$ cat src/rtl/tsbus_pkg.sv
// rtl/tsbus_pkg.sv - shared types and defaults for the tri-state bus arbiter
package tsbus_pkg;

  typedef enum logic [1:0] {
    IDLE  = 2'd0,
    GRANT = 2'd1,
    TURN  = 2'd2
  } state_t;

  localparam int N_DEF        = 4;
  localparam int MAX_HOLD_DEF = 8;
  localparam int TURN_CYC_DEF = 1;

  // Width needed to index/count v distinct values; never below one bit.
  function automatic int cw(input int v);
    return (v < 2) ? 1 : $clog2(v);
  endfunction

endpackage

$ cat src/rtl/rr_pick.sv
// rtl/rr_pick.sv - combinational round-robin picker, first set request from ptr upward
module rr_pick
  import tsbus_pkg::*;
#(
  parameter int N  = N_DEF,
  parameter int IW = cw(N)
) (
  input  logic [N-1:0]  req,
  input  logic [IW-1:0] ptr,
  output logic          any,
  output logic [IW-1:0] winner
);

  logic [IW-1:0] idx;

  // Walk from the farthest offset back toward ptr so the nearest hit wins.
  always_comb begin
    any    = 1'b0;
    winner = '0;
    idx    = '0;
    for (int i = N - 1; i >= 0; i--) begin
      idx = IW'((int'(ptr) + i) % N);
      if (req[idx]) begin
        any    = 1'b1;
        winner = idx;
      end
    end
  end

endmodule

$ cat src/rtl/tsbus_arbiter.sv
// rtl/tsbus_arbiter.sv - round-robin tri-state bus arbiter with hold limit and turnaround gap
module tsbus_arbiter
  import tsbus_pkg::*;
#(
  parameter int N        = N_DEF,
  parameter int MAX_HOLD = MAX_HOLD_DEF,
  parameter int TURN_CYC = TURN_CYC_DEF
) (
  input  logic                clk,
  input  logic                rst,
  input  logic [N-1:0]        req,
  output logic [N-1:0]        en,
  output logic [cw(N)-1:0]    gnt_id,
  output logic                bus_busy
);

  localparam int IW = cw(N);
  localparam int HW = cw(MAX_HOLD + 1);
  localparam int TW = cw(TURN_CYC + 1);

  state_t        state, state_n;
  logic [N-1:0]  en_n;
  logic [IW-1:0] gnt_n;
  logic [IW-1:0] ptr, ptr_n;
  logic [HW-1:0] hold_cnt, hold_n;
  logic [TW-1:0] turn_cnt, turn_n;
  logic          busy_n;
  logic          pick_any;
  logic [IW-1:0] pick_id;

  rr_pick #(.N(N), .IW(IW)) u_pick (
    .req    (req),
    .ptr    (ptr),
    .any    (pick_any),
    .winner (pick_id)
  );

  always_comb begin
    state_n = state;
    en_n    = en;
    gnt_n   = gnt_id;
    ptr_n   = ptr;
    hold_n  = hold_cnt;
    turn_n  = turn_cnt;
    case (state)
      IDLE: begin
        en_n  = '0;
        gnt_n = '0;
        if (pick_any) begin
          state_n = GRANT;
          en_n    = N'(1) << pick_id;
          gnt_n   = pick_id;
          hold_n  = '0;
          ptr_n   = (pick_id == IW'(N - 1)) ? '0 : pick_id + IW'(1);
        end
      end
      GRANT: begin
        if (!req[gnt_id] || hold_cnt == HW'(MAX_HOLD - 1)) begin
          state_n = TURN;
          en_n    = '0;
          turn_n  = '0;
        end else begin
          hold_n = hold_cnt + HW'(1);
        end
      end
      TURN: begin
        en_n = '0;
        // gnt_id keeps the previous owner until the next arbitration point.
        if (turn_cnt == TW'(TURN_CYC - 1)) begin
          if (pick_any) begin
            state_n = GRANT;
            en_n    = N'(1) << pick_id;
            gnt_n   = pick_id;
            hold_n  = '0;
            ptr_n   = (pick_id == IW'(N - 1)) ? '0 : pick_id + IW'(1);
          end else begin
            state_n = IDLE;
            gnt_n   = '0;
          end
        end else begin
          turn_n = turn_cnt + TW'(1);
        end
      end
      default: begin
        state_n = IDLE;
        en_n    = '0;
        gnt_n   = '0;
      end
    endcase
    busy_n = |en_n;
  end

  always_ff @(posedge clk) begin
    if (!rst) begin
      state    <= IDLE;
      en       <= '0;
      gnt_id   <= '0;
      bus_busy <= 1'b0;
      ptr      <= '0;
      hold_cnt <= '0;
      turn_cnt <= '0;
    end else begin
      state    <= state_n;
      en       <= en_n;
      gnt_id   <= gnt_n;
      bus_busy <= busy_n;
      ptr      <= ptr_n;
      hold_cnt <= hold_n;
      turn_cnt <= turn_n;
    end
  end

endmodule

$ cat config.mk
export PLATFORM = sky130hd
export DESIGN_NAME = tsbus_arbiter
export DESIGN_NICKNAME = d
export VERILOG_FILES = /design/src/rtl/tsbus_pkg.sv /design/src/rtl/rr_pick.sv /design/src/rtl/tsbus_arbiter.sv
export SDC_FILE = /design/constraint.sdc
export NUM_CORES = 1
export LEC_CHECK = 0
export CAP_MARGIN = 5
export CORE_MARGIN = 2
export CORE_UTILIZATION = 25
export DETAILED_ROUTE_END_ITERATION = 8
export DONT_BUFFER_PORTS = 1
export PLACE_DENSITY = 0.48
export SYNTH_ARGS = -nofsm -noshare
export SYNTH_HDL_FRONTEND = slang
export SYNTH_SLANG_ARGS = --single-unit
$ cat constraint.sdc
create_clock -name clk -period 4.12 [get_ports clk]
set_input_delay 0.618 -clock clk [delete_from_list [all_inputs] [get_ports clk]]
set_output_delay 0.618 -clock clk [all_outputs]
set_load 0.02 [all_outputs]
### Word level (Yosys, flattened, before mapping)

Index checks and enable logic that the tools add are counted.

| cells by class | value |
|---|---|
| $add $sub $neg | 6 |
| magnitude comparators | 5 |
| equality and inequality tests | 8 |
| shift-type cells | 1 |
| muxes and demuxes | 41 |
| bitwise gates (word level) | 1 |
| reductions and logical operators | 12 |

Operators by type and width:

| cell | number |
|---|---|
| two-way mux 2 bit | 12 |
| two-way mux 4 bit | 6 |
| one-hot mux 4 bit (3 select lines) | 2 |
| less-than comparator 2 x 3 -> 1 bit, second input constant | 5 |
| two-way mux 1 bit | 12 |
| one-hot mux 2 bit (3 select lines) | 2 |
| binary-select mux 1 bit (select 2 bit) | 5 |
| != test 2 bit, second input constant | 4 |
| AND reduction 2 bit | 3 |
| AND reduction 3 bit | 2 |
| adder 2 x 1 -> 2 bit, second input constant | 2 |
| adder 2 bit, second input constant | 2 |
| adder 4 x 1 -> 4 bit, second input constant | 1 |
| equality test 2 bit, second input constant | 2 |
| equality test 4 x 3 -> 1 bit, second input constant | 1 |
| one-hot mux 2 bit (2 select lines) | 1 |
| nonzero test 2 bit | 2 |
| OR reduction 4 bit | 1 |
| << shifter 1 x 2 -> 4 bit, first input constant | 1 |
| nonzero test 3 bit | 1 |
| equality test 2 x 1 -> 1 bit, second input constant | 1 |
| logical NOT 2 bit | 1 |
| one-hot mux 1 bit (2 select lines) | 1 |
| adder 1 bit, second input constant | 1 |
| other kinds (3) | 3 |

| storage, ports and cells | value |
|---|---|
| register bits | 16 |
| bits of input ports | 6 |
| output and inout port bits | 7 |
| logic and storage cells | 81 |

### Logic depth before layout (Yosys ltp)

| depth | value |
|---|---|
| depth after elaboration | 12 |
| depth in mapped cells | 7 |
| mapped depth without buffers | 7 |

### Cells and area by module

From an unflattened synthesis, not the netlist that was laid out.

| unflattened totals | value |
|---|---|
| cells, all modules | 83 |
| area, all modules | 800.8 µm² |

Modules (own cells, without submodules):

| module | times used | cells each | area each (µm²) | sequential area each (µm²) |
|---|---|---|---|---|
| tsbus_arbiter | 1 | 70 | 723.2 | 300.3 |
| rr_pick | 1 | 13 | 77.6 | 0.0 |

### Least setup slack after synthesis

OpenSTA, ideal clock, no wires.

| path | value |
|---|---|
| kind | input to register |
| from | in req[2] |
| to | reg bus_busy |
| library setup time | 0.132 ns |
| data arrival time | 1.770 ns |
| required time | 3.988 ns |
| setup slack | 2.218 ns |
| cell stages on the path | 7 |
| buffers on the path | 0 |
| path through | mux2i_1 -> nor2_1 -> nor3_1 -> inv_1 -> ha_1 -> o41ai_1 -> a21oi_1 |

| on the way | value |
|---|---|
| word-level cells in the longest chain between the ends | 11 |
| elaborated cells on any way between the ends | 26 |

Ends and longest elaborated chain:

| element | RTL line | source |
|---|---|---|
| from (decl) | tsbus_arbiter.sv:11 | `input logic [N-1:0] req,` |
| binary-select mux 1 bit (select 2 bit) | rr_pick.sv:23 | `if (req[idx]) begin` |
| two-way mux 1 bit (implied by the code) | rr_pick.sv:23 |  |
| two-way mux 2 bit (4 in series) | rr_pick.sv:23 |  |
| << shifter 1 x 2 -> 4 bit | tsbus_arbiter.sv:51, tsbus_arbiter.sv:72 |  |
| two-way mux 4 bit | tsbus_arbiter.sv:49, tsbus_arbiter.sv:70 |  |
| two-way mux 4 bit | tsbus_arbiter.sv:69 | `if (turn_cnt == TW'(TURN_CYC - 1)) begin` |
| one-hot mux 4 bit (3 select lines) (*) | tsbus_arbiter.sv:45 | `case (state)` |
| OR reduction 4 bit (*) | tsbus_arbiter.sv:90 | `busy_n = \|en_n;` |
| to (signal assigned) | tsbus_arbiter.sv:106 | `bus_busy <= busy_n;` |
| to (decl) | tsbus_arbiter.sv:14 | `output logic bus_busy` |

Every way passes the cells marked *; elsewhere a longest branch is shown, timed or not. The select of a mux whose other input is x is not followed.
A chain may end at the register's enable or synchronous reset.

### Worst setup path after layout

| path | value |
|---|---|
| from | reg ptr[1] |
| to | reg bus_busy |

| on the way | value |
|---|---|
| word-level cells in the longest chain between the ends | 12 |
| elaborated cells on any way between the ends | 24 |

Ends and longest elaborated chain:

| element | RTL line | source |
|---|---|---|
| from (decl) | tsbus_arbiter.sv:24 | `logic [IW-1:0] ptr, ptr_n;` |
| from (signal assigned) | tsbus_arbiter.sv:107 | `ptr <= ptr_n;` |
| adder 2 bit | rr_pick.sv:22 | `idx = IW'((int'(ptr) + i) % N);` |
| binary-select mux 1 bit (select 2 bit) | rr_pick.sv:23 |  |
| two-way mux 1 bit (implied by the code) | rr_pick.sv:23 |  |
| two-way mux 2 bit (4 in series) | rr_pick.sv:23 |  |
| << shifter 1 x 2 -> 4 bit | tsbus_arbiter.sv:51, tsbus_arbiter.sv:72 |  |
| two-way mux 4 bit (*) | tsbus_arbiter.sv:49, tsbus_arbiter.sv:70 |  |
| two-way mux 4 bit | tsbus_arbiter.sv:69 |  |
| one-hot mux 4 bit (3 select lines) (*) | tsbus_arbiter.sv:45 |  |
| OR reduction 4 bit (*) | tsbus_arbiter.sv:90 |  |

Marked as above.

==> impl_metrics.ini <==
[sta]
hold_violations = 0
finalSetupTns_ns = 0
post-route-min-period_ns = 1.96
skew_ns = 0.00210
worst_slew_pin_slew_ns = 0.622
max_freq_mhz = 510
maxSlewViolCount = 0
fin_hold_ws_ns = 0.437
fin_crit_sh = 0.476
rsz0062_at_grt = false
setup-violations-final = 0
maxSlewHeadroom = 0.584

[global_routing]
grt_max_degree = 13
grt_pass1_vias = 595
grt_usage = 0.110
antenna_found_initial = 0
overflow = 0
grt_pass1_wl_um = 2750

[critical_path]
max_stage_delay_ns = 0.44
end_kind = register
reg2reg_from = ptr[1]
crit_chain = mux2i_1, nor2_1, nor3_1, inv_1, ha_1, o41ai_1, a21oi_1
crit_end = bus_busy
critPathMaxFanout = 6
cpMaxStageDelayCell = dfxtp_1
r2r_end = bus_busy
regToRegSetupSlack_ns = 2.16
ff2ff_path_depth = 7
crit_required_ns = 4.28
critPathLaunchType = register
arrival_ns = 2.12
crit_start = ptr[1]
crit_type = register to register

[cts]
cts-root-buf = clkbuf_4
hold_buffers = 0
clkLatencyLatePin_ns = 0.28
post_cts_buffers = 0
clock_path_buffers = 2
cts_resized = 0
clkSlewWorstSetupHoldPaths_ns = 0.09
cts_tree = yes
htree_levels = 1
cts-buffers-inserted = 3
cts_sinks = 15

[final_layout]
fin_cells = 114
diodes = 0
fill_cells = 310
layout.nets = 95
drive_gt1_frac = 0.0843
area_growth_pct = 5.99
final_area_um2 = 797

[synthesis]
synth-edff-count = 0
syn_area_per_cell_um2 = 9.17
ys_ff_latch = 15
synth_cell_types = 31
syn_inst = 82
synthFlopType = dfxtp_1
ys_seq_area_frac = 0.399
synth_nets = 93
async_flop_share = 0
synth_area_um2 = 752
synth_warnings = 0

[power_and_ir_drop]
leakage_nw = 0.298
ir_drop_uv = 212
power_density_mw_per_mm2 = 408
p_total_w = 0.000325

[placed_design]
hpwl_um = 1130
port_buffers = 0
dp_cells = 110
dpl_cell_area_um2 = 771
place_congestion = 0.746

[detailed_routing]
via_per_inst = 5.25
finalWirelength_um = 1540
via_count = 598
drtAntennaViolNets = 0
drc = 0
routedWlPerCell_um = 13.5
dr.pass1.iters = 4
drtIter0Drc = 19

[die]
row_count = 19
io_pins = 13
die_x_um = 58.8
core_mm2 = 0.00281
start_util = 0.268
dieArea_mm2 = 0.00346
die_h_um = 58.8

[outcome]
outcome = completed

[run]
cap_violations = 0

[min_path]
hold_path.class = input pin to register
placed cells by master (no fill, tap or decap), types with 2 or more instances in the layout:
| master | Yosys | final |
|---|---|---|
| nor2_1 | 8 | 8 |
| inv_1 | 4 | 4 |
| ha_1 | 5 | 5 |
| nand2_1 | 6 | 6 |
| nor4_1 | 2 | 2 |
| a21oi_1 | 7 | 7 |
| o21a_1 | 2 | 2 |
| dfxtp_1 | 15 | 15 |
| o41ai_1 | 2 | 2 |
| nand3b_1 | 6 | 6 |
| clkbuf_4 | 0 | 3 |
| nor3_1 | 2 | 2 |
| a22oi_1 | 4 | 4 |
flip-flops by register name (all words and copies together) (netlist names):
name and cells:
bus_busy 1, en 4, gnt_id 2, hold_cnt 4, ptr 2, state 2
cell usage after synthesis (2+ instances only):
| cell | count | area, um2 |
|---|---|---|
| o41ai_1 | 2 | 17.5 |
| nand2_1 | 6 | 22.5 |
| dfxtp_1 | 15 | 300 |
| nor2_1 | 8 | 30.0 |
| a21oi_1 | 7 | 35.0 |
| nor4_1 | 2 | 12.5 |
| nand3b_1 | 6 | 45.0 |
| nor3_1 | 2 | 10.0 |
| o21a_1 | 2 | 15.0 |
| a22oi_1 | 4 | 30.0 |
| ha_1 | 5 | 62.6 |
| inv_1 | 4 | 15.0 |
logic make-up after synthesis:
| kind of cell | after synthesis | share of synthesized area |
|---|---|---|
| xor gates and xnor gates | 1 | 0.0116 |
| muxes | 2 | 0.0433 |
| buffers and inverters | 7 | 0.0466 |
| and+or+nand+nor | 32 | 0.233 |
| adders and majority gates | 5 | 0.0832 |
| AOI/OAI and AO/OA | 20 | 0.183 |
| DFF | 15 | 0.399 |
per-stage QoR:
step,utilization,setup WS [ns]
2_1_floorplan,-,2.22
3_3_place_gp,0.275,2.04
3_5_place_dp,0.275,2.01
4_1_cts,0.284,2.13
5_1_grt,0.284,1.96
6_report,0.284,2.16
per-layer routing:
metal / global-route usage / share of wire
met5: 0 / 0
met1: 0.130 / 0.45
met2: 0.160 / 0.45
met3: 0.0637 / 0.075
met4: 0.0487 / 0.015
how the worst min path moves through the flow:
stage	start	end	cells past startpoint
global placement	hold_cnt[0]	hold_cnt[0]	2
global route	rst	state[1]	2
detailed placement	hold_cnt[0]	hold_cnt[0]	2
finish	rst	state[1]	2
CTS	rst	state[1]	2
floorplan	hold_cnt[0]	hold_cnt[0]	2
worst max-delay path: cells and delay by family, from the launching register on:
kind	cells	cell delay, ns
simple gates	2	0.42
fa+ha+maj	1	0.24
flops	1	0.44
buf+inv	1	0.12
compound gates	2	0.42
mux	1	0.20
final cells by class:
class	count	area, um2	share of cell area
clock buffer	4	26.3	0.0330
inverter	4	15.0	0.0188
multi-input combinational	60	417	0.523
sequential	15	300	0.377
tap	31	38.8	0.0487
power by group:
part            total, W  switching (W)  internal [W]
sequential      0.000177      0.0000197      0.000158
combinational  0.0000615      0.0000354     0.0000262
clock          0.0000865      0.0000489     0.0000376
Power figures use the tool's default switching activity.
